--- config.mk ---
export PLATFORM = sky130hd
export DESIGN_NAME = div_sched
export DESIGN_NICKNAME = d
export VERILOG_FILES = /design/src/rtl/div_sched.sv
export SDC_FILE = /design/constraint.sdc
export NUM_CORES = 1
export LEC_CHECK = 0
export ABC_AREA = 1
export BUFFER_PORTS_ARGS = -buffer_cell sky130_fd_sc_hd__clkbuf_2
export CAP_MARGIN = 20
export CELL_PAD_IN_SITES_DETAIL_PLACEMENT = 0
export CELL_PAD_IN_SITES_GLOBAL_PLACEMENT = 1
export CORE_ASPECT_RATIO = 0.5
export CORE_MARGIN = 3
export CORE_UTILIZATION = 39
export CTS_CLUSTER_SIZE = 16
export DETAILED_ROUTE_END_ITERATION = 12
export GPL_ROUTABILITY_DRIVEN = 0
export PLACE_DENSITY_LB_ADDON = 0.1
export SYNTH_ARGS = -nofsm -noshare
export SYNTH_HDL_FRONTEND = slang
export SYNTH_SLANG_ARGS = --single-unit
--- constraint.sdc ---
create_clock -name clk -period 4 [get_ports clk]
set_input_delay 0.8 -clock clk [delete_from_list [all_inputs] [get_ports clk]]
set_output_delay 0.8 -clock clk [all_outputs]
set_load 0.05 [all_outputs]
--- src/rtl/div_sched.sv ---
// Multi-cycle radix-2 restoring divider sequencer for DIV/DIVU in the execute stage.
// Optional `DIV_EARLY_OUT_EN skips the iterations when |dividend| < |divisor|.
module div_sched #(
  parameter int WIDTH = 32
) (
  input  logic               clk,
  input  logic               resetn,
  input  logic               start_i,
  input  logic               signed_i,
  input  logic [WIDTH-1:0]   opa_i,
  input  logic [WIDTH-1:0]   opb_i,
  input  logic               cancel_i,
  output logic               stall_o,
  output logic               ready_o,
  output logic [2*WIDTH-1:0] result_o
);

  localparam int CW = $clog2(WIDTH);

  typedef enum logic [1:0] {
    S_IDLE,
    S_DIVZERO,
    S_ON,
    S_END
  } state_e;

  state_e             state_q, state_d;
  logic [CW-1:0]      cnt_q, cnt_d;
  logic [WIDTH-1:0]   quot_q, quot_d;
  logic [WIDTH-1:0]   rem_q, rem_d;
  logic [WIDTH-1:0]   dvsr_q, dvsr_d;
  logic               qneg_q, qneg_d;
  logic               rneg_q, rneg_d;
  logic [2*WIDTH-1:0] result_q, result_d;

  logic [WIDTH-1:0]   abs_a, abs_b;
  logic [WIDTH:0]     shifted, diff;
  logic [WIDTH-1:0]   step_rem, step_quot, fin_rem, fin_quot;
  logic               early;
  logic               stall_c, ready_c;

  assign abs_a = (signed_i && opa_i[WIDTH-1]) ? -opa_i : opa_i;
  assign abs_b = (signed_i && opb_i[WIDTH-1]) ? -opb_i : opb_i;

  // One restoring step: the extra top bit lets the shifted remainder exceed WIDTH bits.
  assign shifted   = {rem_q, quot_q[WIDTH-1]};
  assign diff      = shifted - {1'b0, dvsr_q};
  assign step_rem  = diff[WIDTH] ? shifted[WIDTH-1:0] : diff[WIDTH-1:0];
  assign step_quot = {quot_q[WIDTH-2:0], ~diff[WIDTH]};
  assign fin_quot  = qneg_q ? -step_quot : step_quot;
  assign fin_rem   = rneg_q ? -step_rem : step_rem;

`ifdef DIV_EARLY_OUT_EN
  assign early = (opb_i != '0) && (abs_a < abs_b);
`else
  assign early = 1'b0;
`endif

  // NOTE: every always_comb output gets a default first so no path leaves it unassigned (no latch).
  always_comb begin
    state_d  = state_q;
    cnt_d    = cnt_q;
    quot_d   = quot_q;
    rem_d    = rem_q;
    dvsr_d   = dvsr_q;
    qneg_d   = qneg_q;
    rneg_d   = rneg_q;
    result_d = result_q;
    stall_c  = 1'b0;
    ready_c  = 1'b0;
    if (cancel_i) begin
      state_d = S_IDLE;
    end else begin
      unique case (state_q)
        S_IDLE: begin
          if (start_i) begin
            stall_c = 1'b1;
            if (opb_i == '0) begin
              state_d = S_DIVZERO;
              rem_d   = opa_i;
            end else if (early) begin
              state_d  = S_END;
              result_d = {opa_i, {WIDTH{1'b0}}};
            end else begin
              state_d = S_ON;
              quot_d  = abs_a;
              rem_d   = '0;
              dvsr_d  = abs_b;
              qneg_d  = signed_i & (opa_i[WIDTH-1] ^ opb_i[WIDTH-1]);
              rneg_d  = signed_i & opa_i[WIDTH-1];
              cnt_d   = '0;
            end
          end
        end
        S_ON: begin
          stall_c = 1'b1;
          quot_d  = step_quot;
          rem_d   = step_rem;
          cnt_d   = cnt_q + 1'b1;
          if (cnt_q == CW'(WIDTH - 1)) begin
            state_d  = S_END;
            result_d = {fin_rem, fin_quot};
          end
        end
        S_DIVZERO: begin
          stall_c  = 1'b1;
          state_d  = S_END;
          result_d = {rem_q, {WIDTH{1'b1}}};
        end
        S_END: begin
          ready_c = 1'b1;
          state_d = S_IDLE;
        end
        default: state_d = S_IDLE;
      endcase
    end
  end

  // NOTE: sequential state uses non-blocking assignments so all registers update together.
  always_ff @(posedge clk or negedge resetn) begin
    if (!resetn) begin
      state_q  <= S_IDLE;
      cnt_q    <= '0;
      quot_q   <= '0;
      rem_q    <= '0;
      dvsr_q   <= '0;
      qneg_q   <= 1'b0;
      rneg_q   <= 1'b0;
      result_q <= '0;
    end else begin
      state_q  <= state_d;
      cnt_q    <= cnt_d;
      quot_q   <= quot_d;
      rem_q    <= rem_d;
      dvsr_q   <= dvsr_d;
      qneg_q   <= qneg_d;
      rneg_q   <= rneg_d;
      result_q <= result_d;
    end
  end

  // The IDLE-with-start stall path is combinational, so mask it while reset is held.
  assign stall_o  = stall_c & resetn;
  assign ready_o  = ready_c;
  assign result_o = result_q;

endmodule
==> results of run 1 <==
-- area by class of cell --
type	instances	area [um^2]	area share, %
sequential	169	4229	26.58
clock inverter	14	145.1	0.9122
timing repair buffer	188	1136	7.141
clock buffer	18	439.2	2.760
inverter	296	1111	6.983
tap	465	581.8	3.657
multi-input combinational	1600	8268	51.97
-- cell usage in the layout (no fill, tap or decap), types with 23 or more instances in the layout --
cell       count
nand2_1      650
o21ai_0      177
nor3_1        23
a2bb2oi_1     28
o211ai_1      23
clkbuf_2     133
xor2_1        33
ha_1          28
dfrtp_1      169
nand4_1       28
a21oi_1       89
xnor2_1       25
nand2_2       24
nor2_1       204
inv_1        289
nand3_1      119
buf_4         49
-- what timing repair did --
item	CTS	global route
hold buffers	0	0
resized for setup	0	36
endpoints found under the setup margin	0	28
setup buffers	0	4
-- routing by layer --
metal  GRT usage [%]  wire length (um)  up-vias
met3           6.223              3847       38
met4           4.791               595        0
met5               0                 0        -
li1                -                 -     7182
met1           41.63             25710     6557
met2           35.80             19550      436
-- flip-flops by register name, summed over array words and instances, names as in the netlist --
register	cells
rneg_q	1
cnt_q	5
quot_q	32
rem_q	32
state_q	2
result_o	64
dvsr_q	32
qneg_q	1
-- worst max-delay path by stage --
stage / startpoint / end / slack, ns / cells after the start
after detailed placement: quot_q[31] / result_o[28] / 0.05 / 27
after global placement: quot_q[31] / result_o[28] / 0.14 / 27
after global routing: dvsr_q[0] / result_o[28] / -0.03 / 26
final: rem_q[28] / result_o[28] / 0.20 / 21
after CTS: quot_q[31] / result_o[28] / 0.01 / 27
after floorplan: quot_q[31] / result_o[28] / 0.03 / 29
-- per-stage QoR --
| step | std cells | TNS [ns] | utilization [%] |
|---|---|---|---|
| 5_1_grt | 2750 | -0.1120 | 46.97 |
| 4_1_cts | 2746 | 0 | 46.29 |
| 3_5_place_dp | 2714 | 0 | 44.57 |
| 6_report | 2750 | 0 | 46.97 |
| 3_3_place_gp | 2714 | 0 | 44.57 |
| 2_1_floorplan | 2139 | 0 | - |
-- cell families (layout without fill, tap and decap cells) --
logic type | Yosys count | after routing | share of synthesized area (%)
and+or+nand+nor | 1104 | 1104 | 34.14
adders and majority gates | 44 | 44 | 4.066
xor gates and xnor gates | 58 | 58 | 3.702
AOI/OAI and AO/OA | 394 | 394 | 16.77
buffers and inverters | 370 | 516 | 10.51
DFF | 169 | 169 | 30.82
==> flow_summary.yaml, run 1 <==
run_status:
  status: "finished clean"
synthesis:
  synth_most_common_cell: "nand2_1"
  ys_types: 53
  synth-seq-cells: 169
  synth.area.top_cells: "dfrtp_1 (31%), nand2_1 (18%), inv_1 (8.0%)"
  synth.avg_cell_area_um2: 6.416
  synth_area_um2: 13720
  ys_dominant_reg_cell: "dfrtp_1"
  async_flop_share_pct: 100.0
  synthCells: 2139
  yosys.area.top_type: "dfrtp_1"
  synth_edf_count: 0
  synthTopCellsByCount: "nand2_1 (652), inv_1 (291), nor2_1 (205)"
  synth_fp_nets: 2252
  yosysWarnings: 0
  synth_top_area_share_pct: 30.82
  yosysSeqAreaShare_pct: 30.82
sta:
  setup_viol: 0
  whs_ns: 0.2436
  slew_violations: 0
  worst_pin_slew_ns: 0.9710
  fin_ws_ns: 0.2003
  hold_violations: 0
  period_share_pct: 94.99
  relSlewSlack_pct: 35.27
  clock_skew_ns: 0.01357
  layout_min_cycle_time_ns: 3.800
  timing.fmax_mhz: 263.2
placed_design:
  portBuffers: 134
  placed_area_um2: 15100
  dp_hpwl_um: 37910
  dpl_worst_slack_ns: 0.04720
global_routing:
  grt_pass1_wl_um: 77140
  grt.overflow.total: 0
  grt_pass1_vias: 13120
  grt.total_usage_pct: 26.30
  antenna_found_initial: 0
  grt_max_degree: 117
layout:
  fin_area_um2: 15910
  nFillCells: 3637
  diodes: 0
  area_delta_synth_final_pct: 15.94
  drive_gt1_share_pct: 13.48
  fin_nets: 2385
clock_tree:
  cts_made_buffers: 17
  clk_pin_slew_worst_paths_ns: 0.08
  cts_tree: "built"
  insertion_delay_ns: 0.46
  htree_levels: 4
  clockRootBuffer: "clkbuf_16"
  clock_sinks: 169
  cts_buffer_depth: 2
critical_path:
  r2r_start: "rem_q[28]"
  worstPathArrival_ns: 4.15
  cp.required_ns: 4.35
  cp_max_fo: 6
  cp-end-kind: "flip-flop"
  reg2regPathDepth: 21
  crit_type: "flip-flop to flip-flop"
  critPathTopFamily: "simple AND/OR/NAND/NOR gates"
  crit_chain: "ha_1, nand2_1, nor3_4, and2_4, nand2_4, nand2_4, nand2_8, nand2_8, ha_4, inv_1, nor3_2, nand3_1, nor3_2, nand3_2, nor2_1, nand4_1, o21ai_2, o21ai_1, xor2_1, o22ai_1, inv_1"
  crit_buf_inv: 2
  rr_endpoint: "result_o[28]"
  slowest_stage: "dfrtp_1"
  max_stage_delay_ns: 0.44
  cp-start-kind: "flip-flop"
  r2r_slack_ns: 0.20
job:
  max-cap-violations: 0
drt:
  wirelength_um: 49700
  wl_per_cell_um: 18.07
  num_vias: 14210
  drtAntennaViolNets: 0
  drt-initial-drc-count: 1148
  firstDrtPassIters: 6
  remaining_drc_errors: 0
  detail_route.vias_per_cell: 5.168
die:
  placeableCoreArea_um2: 33870
  die_area_um2: 37610
  die_w_um: 271.3
  io_pins: 135
  fp-row-count: 47
  initial_core_util_pct: 40.51
  die_y_um: 138.6
worst_hold_path:
  hp-class: "input pin to async pin"
Power of run 1 is not shown: default switching activity piles up to over one toggle a cycle in this logic, so the estimate is an artifact.
==> run 2: changes to the inputs <==
Settings changed: ABC_AREA 1 to default, ABC_CLOCK_PERIOD_IN_PS from default to 4000, CORE_UTILIZATION 39 to 40, GPL_TIMING_DRIVEN from default to 0.
==> flow_summary.yaml, run 2 <==
critical_path:
  cp-end-kind: "flip-flop"
  reg2regPathDepth: 21
  cp-start-kind: "flip-flop"
  worstSetupStartpoint: "dvsr_q[0]"
  rr_endpoint: "result_o[28]"
  cp.required_ns: 4.32
  crit_chain: "ha_4, fa_2, nand2b_4, a211oi_4, o21a_2, o211a_4, o31a_1, nor2_4, inv_4, buf_8, clkbuf_16, buf_12, ha_4, nand2b_4, or4_4, or3_4, nor2_4, nand2_2, o21ai_2, xor2_1, a21oi_1"
  slowest_stage: "dfrtp_2"
  r2r_start: "dvsr_q[0]"
  crit_buf_inv: 4
  crit_type: "flip-flop to flip-flop"
  critPathTopFamily: "simple AND/OR/NAND/NOR gates"
  r2r_slack_ns: -0.30
  cp_max_fo: 5
  max_stage_delay_ns: 0.44
  worstPathArrival_ns: 4.62
die:
  die_area_um2: 34990
  fp-row-count: 46
  die_w_um: 261.6
  io_pins: 135
  initial_core_util_pct: 40.89
  die_y_um: 133.8
  placeableCoreArea_um2: 31940
global_routing:
  grt_pass1_wl_um: 75370
  grt.total_usage_pct: 28.01
  antenna_found_initial: 1
  grt.overflow.total: 0
  grt_max_degree: 112
  grt_pass1_vias: 12850
synthesis:
  ys_dominant_reg_cell: "dfrtp_1"
  synthTopCellsByCount: "a21oi_1 (206), nand2_1 (173), dfrtp_1 (169)"
  synth-seq-cells: 169
  synth.avg_cell_area_um2: 7.926
  synth_top_area_share_pct: 32.38
  synth_most_common_cell: "a21oi_1"
  yosysSeqAreaShare_pct: 32.38
  synth_edf_count: 0
  ys_types: 89
  synth.area.top_cells: "dfrtp_1 (32%), a21oi_1 (7.9%), o21ai_0 (6.0%)"
  synth_fp_nets: 1761
  async_flop_share_pct: 100.0
  yosysWarnings: 0
  synthCells: 1648
  yosys.area.top_type: "dfrtp_1"
  synth_area_um2: 13060
layout:
  drive_gt1_share_pct: 24.89
  final_common_cell: "a21oi_1"
  final_cell_mix: "a21oi_1 (192), nand2_1 (165), nor2_1 (153), dfrtp_1 (142), clkbuf_2 (137)"
  fin_nets: 1985
  area_delta_synth_final_pct: 26.09
  largest_reg_flops: 64
  fin_area_um2: 16470
clock_tree:
  clk_pin_slew_worst_paths_ns: 0.07
  cts_buffer_depth: 2
  insertion_delay_ns: 0.46
  cts_made_buffers: 17
  clock_sinks: 169
  clockRootBuffer: "clkbuf_16"
  htree_levels: 4
  postCtsHoldBufs: 0
  cts_tree: "built"
placed_design:
  placed_area_um2: 14390
  dp_hpwl_um: 37970
  portBuffers: 132
run_status:
  violations: "negative setup slack"
  status: "finished with violations"
sta:
  hold_violations: 0
  fin_ws_ns: -0.3030
  clock_skew_ns: 0.01652
  whs_ns: 0.3138
  setup_viol: 18
  timing.fmax_mhz: 232.4
  slew_violations: 0
  worst_pin_slew_ns: 0.9018
  layout_min_cycle_time_ns: 4.303
  period_share_pct: 107.6
  relSlewSlack_pct: 39.66
  rsz0062_at_grt: "yes"
drt:
  wl_per_cell_um: 21.47
  detail_route.vias_per_cell: 5.834
  drtAntennaViolNets: 0
  num_vias: 13520
  firstDrtPassIters: 6
  wirelength_um: 49760
  drt-initial-drc-count: 1304
  remaining_drc_errors: 0
worst_hold_path:
  hp-class: "input pin to async pin"
job:
  max-cap-violations: 0
[run 2: cell count changes after synthesis, sizes merged, moves of 21 or more]
cell     before  now
a21oi        92  208
a2bb2oi      28    4
and3          0   21
inv         294   53
mux2          0   27
nand2       684  173
nand3       125   24
nor2        215  159
nor2b         0   41
o21ai       193  163
or3           0   23
xor2         33   65
[run 2: stage by stage]
step	cells	setup WS, ns	setup TNS (ns)	utilization, %
after floorplan	1648	-0.2940	-2.075	-
after global placement	2212	-1.504	-261.19	44.87
after detailed placement	2214	-1.377	-85.30	45.03
after CTS	2282	-0.2431	-1.817	49.34
after global routing	2316	-0.4508	-5.753	51.55
final	2317	-0.3030	-3.386	51.56
[run 2: cells by family (layout without fill, tap and decap cells)]
logic type / count (synthesis) / in the layout / share of synthesized area (%)
muxes: 47 / 47 / 3.918
xor gates and xnor gates: 100 / 100 / 6.706
AOI/OAI and AO/OA: 564 / 564 / 26.71
adders and majority gates: 44 / 44 / 4.272
and+or+nand+nor: 574 / 574 / 21.38
buffers and inverters: 150 / 386 / 4.636
DFF: 169 / 169 / 32.38
other: 0 / 1 / 0
[run 2: worst max-delay path by stage]
stage,end,cells after the start
final,result_o[28],21
after CTS,result_o[28],21
after floorplan,result_o[26],22
after global routing,result_o[28],21
after global placement,stall_o,3
after detailed placement,result_o[62],21
[run 2: final cells by class]
| cell class | count | area, um^2 |
|---|---|---|
| Tap cell | 432 | 540.5 |
| Multi-Input combinational cell | 1329 | 9091 |
| Fill cell | 3114 | 15470 |
| Sequential cell | 169 | 4263 |
| Inverter | 54 | 207.7 |
| Antenna cell | 1 | 2.502 |
| Clock buffer | 17 | 425.4 |
| Timing Repair Buffer | 209 | 1297 |
| Clock inverter | 14 | 133.9 |
| Buffer | 92 | 508.0 |
[run 2: metal layers]
metal  GRT usage [%]  share of wire [%]
met3           5.867                8.9
met5               0              0.022
met2           42.41                 44
met1           40.43                 45
met4           7.867                2.1
[run 2: repair_timing]
item                                    CTS  global route
buffers inserted                         39            38
endpoints found under the setup margin  124            84
pin swaps                                28            51
resized for setup                       125           121
Power of run 2 is left out for the same reason.
